===== src/rtl/seq_multiplier.sv =====
// Unsigned shift-add multiplier, one multiplier bit per clock, start/done handshake.
// Define SEQ_MULT_EARLY_TERM_EN to leave CALC once no set multiplier bits remain.
module seq_multiplier #(
    parameter int M_WIDTH = 4,
    parameter int Q_WIDTH = 4
) (
    input  logic                       clk,
    input  logic                       rst,
    input  logic                       start,
    input  logic [M_WIDTH-1:0]         m,
    input  logic [Q_WIDTH-1:0]         q,
    output logic                       busy,
    output logic                       done,
    output logic [M_WIDTH+Q_WIDTH-1:0] p
);

    localparam int P_WIDTH = M_WIDTH + Q_WIDTH;
    localparam int CNT_W   = (Q_WIDTH > 1) ? $clog2(Q_WIDTH) : 1;
    localparam logic [CNT_W-1:0] LAST_ITER = CNT_W'(Q_WIDTH - 1);

    typedef enum logic {
        IDLE = 1'b0,
        CALC = 1'b1
    } state_t;

    state_t               r_state;
    logic [P_WIDTH-1:0]   r_mcand;
    logic [P_WIDTH-1:0]   r_acc;
    logic [Q_WIDTH-1:0]   r_mplier;
    logic [CNT_W-1:0]     r_cnt;
    logic                 r_busy;
    logic                 r_done;
    logic [P_WIDTH-1:0]   r_p;

    logic [P_WIDTH-1:0]   w_acc_next;
    logic [Q_WIDTH-1:0]   w_mplier_shr;
    logic                 w_last;

    always_comb begin
        w_acc_next   = r_acc;
        if (r_mplier[0]) begin
            w_acc_next = r_acc + r_mcand;
        end
        w_mplier_shr = r_mplier >> 1;
`ifdef SEQ_MULT_EARLY_TERM_EN
        // Remaining multiplier bits all zero: further iterations add nothing.
        w_last       = (w_mplier_shr == '0);
`else
        w_last       = (r_cnt == LAST_ITER);
`endif
    end

    always_ff @(posedge clk) begin
        if (rst) begin
            r_state  <= IDLE;
            r_mcand  <= '0;
            r_acc    <= '0;
            r_mplier <= '0;
            r_cnt    <= '0;
            r_busy   <= 1'b0;
            r_done   <= 1'b0;
            r_p      <= '0;
        end else begin
            r_done <= 1'b0;
            case (r_state)
                IDLE: begin
                    if (start) begin
                        r_mcand  <= P_WIDTH'(m);
                        r_mplier <= q;
                        r_acc    <= '0;
                        r_cnt    <= '0;
                        r_busy   <= 1'b1;
                        r_state  <= CALC;
                    end
                end
                CALC: begin
                    r_acc    <= w_acc_next;
                    r_mcand  <= r_mcand << 1;
                    r_mplier <= w_mplier_shr;
                    r_cnt    <= r_cnt + CNT_W'(1);
                    if (w_last) begin
                        r_p     <= w_acc_next;
                        r_done  <= 1'b1;
                        r_busy  <= 1'b0;
                        r_state <= IDLE;
                    end
                end
            endcase
        end
    end

    assign busy = r_busy;
    assign done = r_done;
    assign p    = r_p;

endmodule


===== config.mk =====
export PLATFORM = sky130hd
export DESIGN_NAME = seq_multiplier
export DESIGN_NICKNAME = d
export VERILOG_FILES = /design/src/rtl/seq_multiplier.sv
export SDC_FILE = /design/constraint.sdc
export NUM_CORES = 1
export LEC_CHECK = 0
export ABC_AREA = 1
export CAP_MARGIN = 20
export CORE_AREA = 2 2 59 61
export CTS_CLUSTER_DIAMETER = 40
export CTS_CLUSTER_SIZE = 25
export DETAILED_ROUTE_END_ITERATION = 8
export DIE_AREA = 0 0 61 63
export DONT_BUFFER_PORTS = 1
export PLACE_DENSITY = 0.72
export SLEW_MARGIN = 25
export SYNTH_ARGS = -nofsm -noshare
export SYNTH_HDL_FRONTEND = slang
export SYNTH_SLANG_ARGS = --single-unit

===== constraint.sdc =====
create_clock -name clk -period 1.4 [get_ports clk]
set_input_delay 0.42 -clock clk [delete_from_list [all_inputs] [get_ports clk]]
set_output_delay 0.42 -clock clk [all_outputs]
set_load 0.03 [all_outputs]

==> flow_metrics.tcl, run 1 <==
set metrics [dict create \
    status "finished with violations" \
    violations "setup timing" \
    ir_drop_uv 760 \
    reg2reg_slack_ps -220 \
    grt_overflow_total 0 \
    critPathLaunchType "flip-flop" \
    synth_top_area_share_pct 38.5 \
    numClockSinks 33 \
    synthMuxAreaShare_pct 1.31 \
    routed_wl_um 3980 \
    period_share_pct 116 \
    placed_area_um2 1920 \
    finalSetupViolations 12 \
    fin_ws_ps -219 \
    hold_end "r_mcand[0]" \
    cp-end-kind "flip-flop" \
    cap_violations 0 \
    min-delay-start "rst" \
    ys_types 29 \
    drt.antenna.violating_nets 0 \
    total_power_uw 1960 \
    synthSimpleGateAreaFrac_pct 32.5 \
    avgViaCountPerCell 5.11 \
    antenna_found_initial 0 \
    fin_skew_ps 6.53 \
    fp.coreArea_um2 3230 \
    arrival_ps 1880 \
    cpMostUsedCell "o21ai_1" \
    grt_util_all_layers_pct 24.4 \
    fin_area_um2 2150 \
    slowest_stage "dfxtp_2" \
    syn_area_per_cell_um2 7.50 \
    port_buffers 0 \
    synth_area_leaders "dfxtp_1 (38%), nand2_1 (14%), nand3_1 (8.5%)" \
    cpPeakStageDelay_ps 360 \
    wire_per_inst_um 13.4 \
    dieArea_um2 3840 \
    grt_pass1_vias 1558 \
    hold_violations 0 \
    grt_max_degree 18 \
    async_flop_share_pct 0 \
    path_delay_family "adder cells" \
    nFillCells 269 \
    cts_hold_buffers 0 \
    synth_most_common_cell "nand2_1" \
    cts_buffer_depth 2 \
    cts_made_buffers 5 \
    worst_pin_slew_ps 425 \
    htree_num_levels 2 \
    worstPathRequired_ps 1660 \
    worst-path-stages 8 \
    synth_compound_area_share_pct 11.1 \
    relSlewSlack_pct 71.6 \
    crit_chain "ha_4 > fa_2 > nand2_4 > inv_2 > o21ai_1 > o21ai_1 > or2_1 > a21oi_1" \
    pin_count 21 \
    synth_area_um2 1720 \
    synth_top_cell_by_area "dfxtp_1" \
    dp_hpwl_um 2720 \
    synth_cells 229 \
    r2r_start "r_mcand[0]" \
    synthAdderAreaFrac_pct 7.00 \
    vias 1517 \
    p_per_area_nw_per_um2 916 \
    critical_path_class "flip-flop to flip-flop" \
    ys_warn_count 0 \
    fin_nets 270 \
    p_leak_uw 0.000960 \
    die_y_um 63 \
    gp_congestion 0.812 \
    drt-pass1-iter-count 4 \
    max_freq_mhz 617 \
    cp_num_buf_inv 1 \
    hp-class "input pin to flip-flop" \
    drive_gt1_share_pct 33.1 \
    drt_iter0_markers 41 \
    path_clk_slew_ps 100 \
    grt_setup_unrepaired "true" \
    worst_skew_pair.late_latency_ps 340 \
    cts_tree "done" \
    synth_top_family_by_area "simple AND/OR/NAND/NOR gates" \
    synth_seq_cells 33 \
    r2r-end "r_acc[2]" \
    holdWs_ps 132 \
    hold_path_depth 1 \
    drv_slew 0 \
    synth_common_cells "nand2_1 (64), dfxtp_1 (33), nand3_1 (29)" \
    r2r_cells 8 \
    rows 21 \
    synthXorXnorAreaFrac_pct 0.510 \
    startpoint "r_mcand[0]" \
    syn2layout_area_growth_pct 25.0 \
    num_antenna_cells 0 \
    crit_fanout 2 \
    start_util_pct 53.1 \
    clock-root-buffer "clkbuf_4" \
    ys.flop_type "dfxtp_1" \
    syn_nets 249 \
    drc 0 \
    postCtsSetupBuffers 0 \
    die_x_um 61 \
    ys_seq_area_share_pct 38.5 \
    fin_crit_ps 1620 \
    synth_edf_count 0 \
    grt_pass1_wl_um 6990 \
]
kinds of logic after synthesis:
family                     count (synthesis)
adders and majority gates                  9
AOI/OAI and AO/OA                         34
muxes                                      2
and+or+nand+nor                          115
xor gates and xnor gates                   1
DFF                                       33
buffers and inverters                     35
cells in the final DEF, fill, tap and decap left out, types with 2 or more instances in the layout:
| cell type | instances |
|---|---|
| a21oi_1 | 16 |
| a22oi_1 | 2 |
| dfxtp_1 | 22 |
| nor2_1 | 3 |
| o21ai_0 | 2 |
| nand3_4 | 2 |
| nand2_2 | 5 |
| inv_2 | 3 |
| clkbuf_4 | 5 |
| o211ai_1 | 3 |
| nand2_1 | 59 |
| nor2_4 | 2 |
| a21oi_2 | 3 |
| buf_4 | 24 |
| nand3_1 | 25 |
| ha_1 | 2 |
| dfxtp_4 | 2 |
| nand3_2 | 8 |
| dfxtp_2 | 9 |
| nor2_2 | 2 |
| nand2_4 | 2 |
| o21ai_1 | 8 |
| inv_1 | 22 |
| ha_4 | 6 |
| or2_2 | 3 |
worst reg2reg max path, cell delays in order, from the launching register on:
cell,delay [ps]
dfxtp_2,360
ha_4,160
fa_2,360
nand2_4,90
inv_2,30
o21ai_1,100
o21ai_1,90
or2_1,220
a21oi_1,130
stage by stage:
stage | worst slack [ps] | setup TNS, ps | std cells | util (%)
global placement | -101 | -584 | 289 | 59.3
detailed placement | -152 | -1000 | 289 | 59.3
finish | -219 | -970 | 297 | 66.4
floorplan | -77.0 | -203 | 229 | -
CTS | -161 | -861 | 297 | 64.7
global route | -305 | -2150 | 297 | 66.4
worst max-delay path by stage:
stage / endpoint / slack [ps]
after floorplan: r_acc[6] / -80
after global placement: r_acc[2] / -100
after detailed placement: r_acc[6] / -150
after CTS: r_acc[2] / -160
after global routing: r_acc[2] / -300
final: r_acc[2] / -220
layer usage:
| layer | track usage (%) | up-vias | routed length (um) |
|---|---|---|---|
| met4 | 9.51 | 0 | 72 |
| met3 | 7.04 | 8 | 138 |
| met2 | 36.8 | 26 | 1900 |
| met5 | 0 | - | 0 |
| li1 | - | 787 | - |
| met1 | 32.2 | 696 | 1860 |
power by group:
part | internal, uW | leakage (uW) | switching, uW
Sequential | 965 | 0.000274 | 33.9
Combinational | 97.7 | 0.000640 | 116
Clock | 426 | 0.0000455 | 326
what timing repair did:
item / 4_1_cts / 5_1_grt
resized for setup: 16 / 17
endpoints found under the setup margin: 14 / 14
pin swaps: 9 / 1
gates cloned: 0 / 0
final cells by class:
cell class                 instances  area (um2)  share of cell area [%]
clock inverter                     1        30.0                    1.40
tap                               46        57.6                    2.68
multi-input combinational        161        1050                    48.9
timing repair buffer              24         180                    8.40
inverter                          25        93.8                    4.37
clock buffer                       7        55.1                    2.57
sequential                        33         679                    31.7
state kept, by name, summed over array words and instances (netlist names):
signal,cells
r_state,1
r_cnt,2
r_mplier,4
done,1
busy,1
p,8
r_acc,8
r_mcand,8
(Power assumes the default switching activity.)
==> run 2, diff against run 1 <==
--- a/config.mk
+++ b/config.mk
@@ -13,6 +13,7 @@
 export DETAILED_ROUTE_END_ITERATION = 8
 export DIE_AREA = 0 0 61 63
 export DONT_BUFFER_PORTS = 1
+export GPL_TIMING_DRIVEN = 0
 export PLACE_DENSITY = 0.72
 export SLEW_MARGIN = 25
 export SYNTH_ARGS = -nofsm -noshare
==> run 2 against run 1 <==
Compared with the run above: total power is 11% lower; global-route usage is 1.5 points lower; routed wire length is 5.2% lower; clock-buffer cell count stayed put; register-to-register slack hardly changed; die area stayed put; sequential power is 0.4% lower; clock skew is 7.2 ps higher; non-clock buffer count is 10 lower; the flow still finishes with violations (setup timing); sequential share of layout area is 1.9 points higher; first-iteration DRC count is 17% higher.
==> flow_metrics.tcl, run 2 (synthesized netlist as in run 1, its figures left out) <==
set metrics [dict create \
    status "finished with violations" \
    violations "setup timing" \
    total_power_uw 1750 \
    avgViaCountPerCell 5.18 \
    cts_buffer_depth 2 \
    gp_congestion 0.769 \
    slowest_stage "dfxtp_2" \
    p_leak_uw 0.000869 \
    start_util_pct 53.1 \
    worst_skew_pair.late_latency_ps 330 \
    grt_pass1_wl_um 6700 \
    final_cell_mix "nand2_1 (60), dfxtp_1 (25), inv_1 (23), nand3_1 (22), a21oi_1 (16)" \
    clock-root-buffer "clkbuf_4" \
    cts_tree "done" \
    grt_overflow_total 0 \
    p_per_area_nw_per_um2 874 \
    cap_violations 0 \
    grt_max_degree 11 \
    dp_hpwl_um 2580 \
    relSlewSlack_pct 69.5 \
    dieArea_um2 3840 \
    fp.coreArea_um2 3230 \
    arrival_ps 1830 \
    hold_violations 0 \
    seq_area_um2 673 \
    vias 1482 \
    drt.antenna.violating_nets 0 \
    worstPathRequired_ps 1610 \
    ir_drop_uv 762 \
    cpPeakStageDelay_ps 350 \
    cts_made_buffers 5 \
    grt_util_all_layers_pct 22.8 \
    drv_slew 0 \
    multiInputGateArea_um2 1030 \
    drt_iter0_markers 48 \
    fin_nets 260 \
    drc 0 \
    worst_pin_slew_ps 458 \
    cp-end-kind "flip-flop" \
    grt_pass1_vias 1472 \
    finalSetupViolations 11 \
    nFillCells 302 \
    port_buffers 0 \
    drt-pass1-iter-count 4 \
    drive_gt1_share_pct 28.7 \
    crit_fanout 3 \
    antenna_found_initial 0 \
    die_x_um 61 \
    period_share_pct 116 \
    wire_per_inst_um 13.2 \
    num_antenna_cells 0 \
    critical_path_class "flip-flop to flip-flop" \
    rows 21 \
    fin_skew_ps 13.7 \
    grt_setup_unrepaired "true" \
    pin_count 21 \
    crit_chain "ha_4 > fa_2 > nand2_2 > nand3_2 > nand3_2 > nand2_1 > nand2_1 > nand3_2 > nand3_2 > a21oi_1" \
    final_common_cell "nand2_1" \
    die_y_um 63 \
    critPathLaunchType "flip-flop" \
    final_util_pct 62.1 \
    hp-class "input pin to flip-flop" \
    fin_crit_ps 1620 \
    htree_num_levels 2 \
    numClockSinks 33 \
    routed_wl_um 3770 \
    path_clk_slew_ps 100 \
    cts_hold_buffers 0 \
    cpMostUsedCell "nand3_2" \
    fin_ws_ps -221 \
    syn2layout_area_growth_pct 16.8 \
    max_freq_mhz 617 \
]
## run 2: critical path, delay by kind of cell (launching register included)
family / cells / cell delay [ps]
AO/OA/AOI/OAI: 1 / 50
AND/OR/NAND/NOR: 7 / 590
flip-flops: 1 / 350
adder cells (fa/ha/maj): 2 / 510
## run 2: where the power goes
part,leakage (uW),internal (uW),switching (uW)
registers,0.000272,965,29.0
logic,0.000566,88.5,136
clock network,0.0000314,237,298
## run 2: worst paths after layout
check                to     start  cells past startpoint  slack [ps]
min          r_mcand[0]      m[0]                      2         260
min reg2reg    r_cnt[0]  r_cnt[0]                      1         470
max            r_acc[6]  r_acc[0]                     10        -220
max reg2reg    r_acc[6]  r_acc[0]                     10        -220
## run 2: per-layer routing
layer	GRT usage (%)	routed length, um	vias up
li1	-	-	774
met1	32.5	1860	676
met2	34.3	1750	27
met3	4.35	120	5
met4	7.61	46	0
met5	0	0	-
## run 2: repair_timing
action / 4_1_cts / 5_1_grt
hold endpoints to repair: 0 / 0
buffers inserted: 3 / 1
pin swaps: 6 / 2
setup endpoints to repair: 14 / 14
resized for setup: 12 / 13
## run 2: metrics by stage
stage / TNS, ps / hold slack (ps) / instances / worst slack [ps] / cell area, um2
2_1_floorplan: -203 / 432 / 229 / -77.0 / 1740
3_3_place_gp: -1120 / 451 / 275 / -200 / 1800
3_5_place_dp: -1340 / 452 / 275 / -211 / 1800
4_1_cts: -986 / 261 / 285 / -178 / 1960
5_1_grt: -2190 / 256 / 286 / -311 / 2010
6_report: -1140 / 258 / 286 / -221 / 2010
## run 2: layout make-up
class	count	area share, %
clock buffers	7	2.74
well taps	46	2.87
repair buffers	4	1.50
plain buffers	10	3.12
inverters	25	4.68
flip-flops and latches	33	33.6
multi-input cells	161	51.5
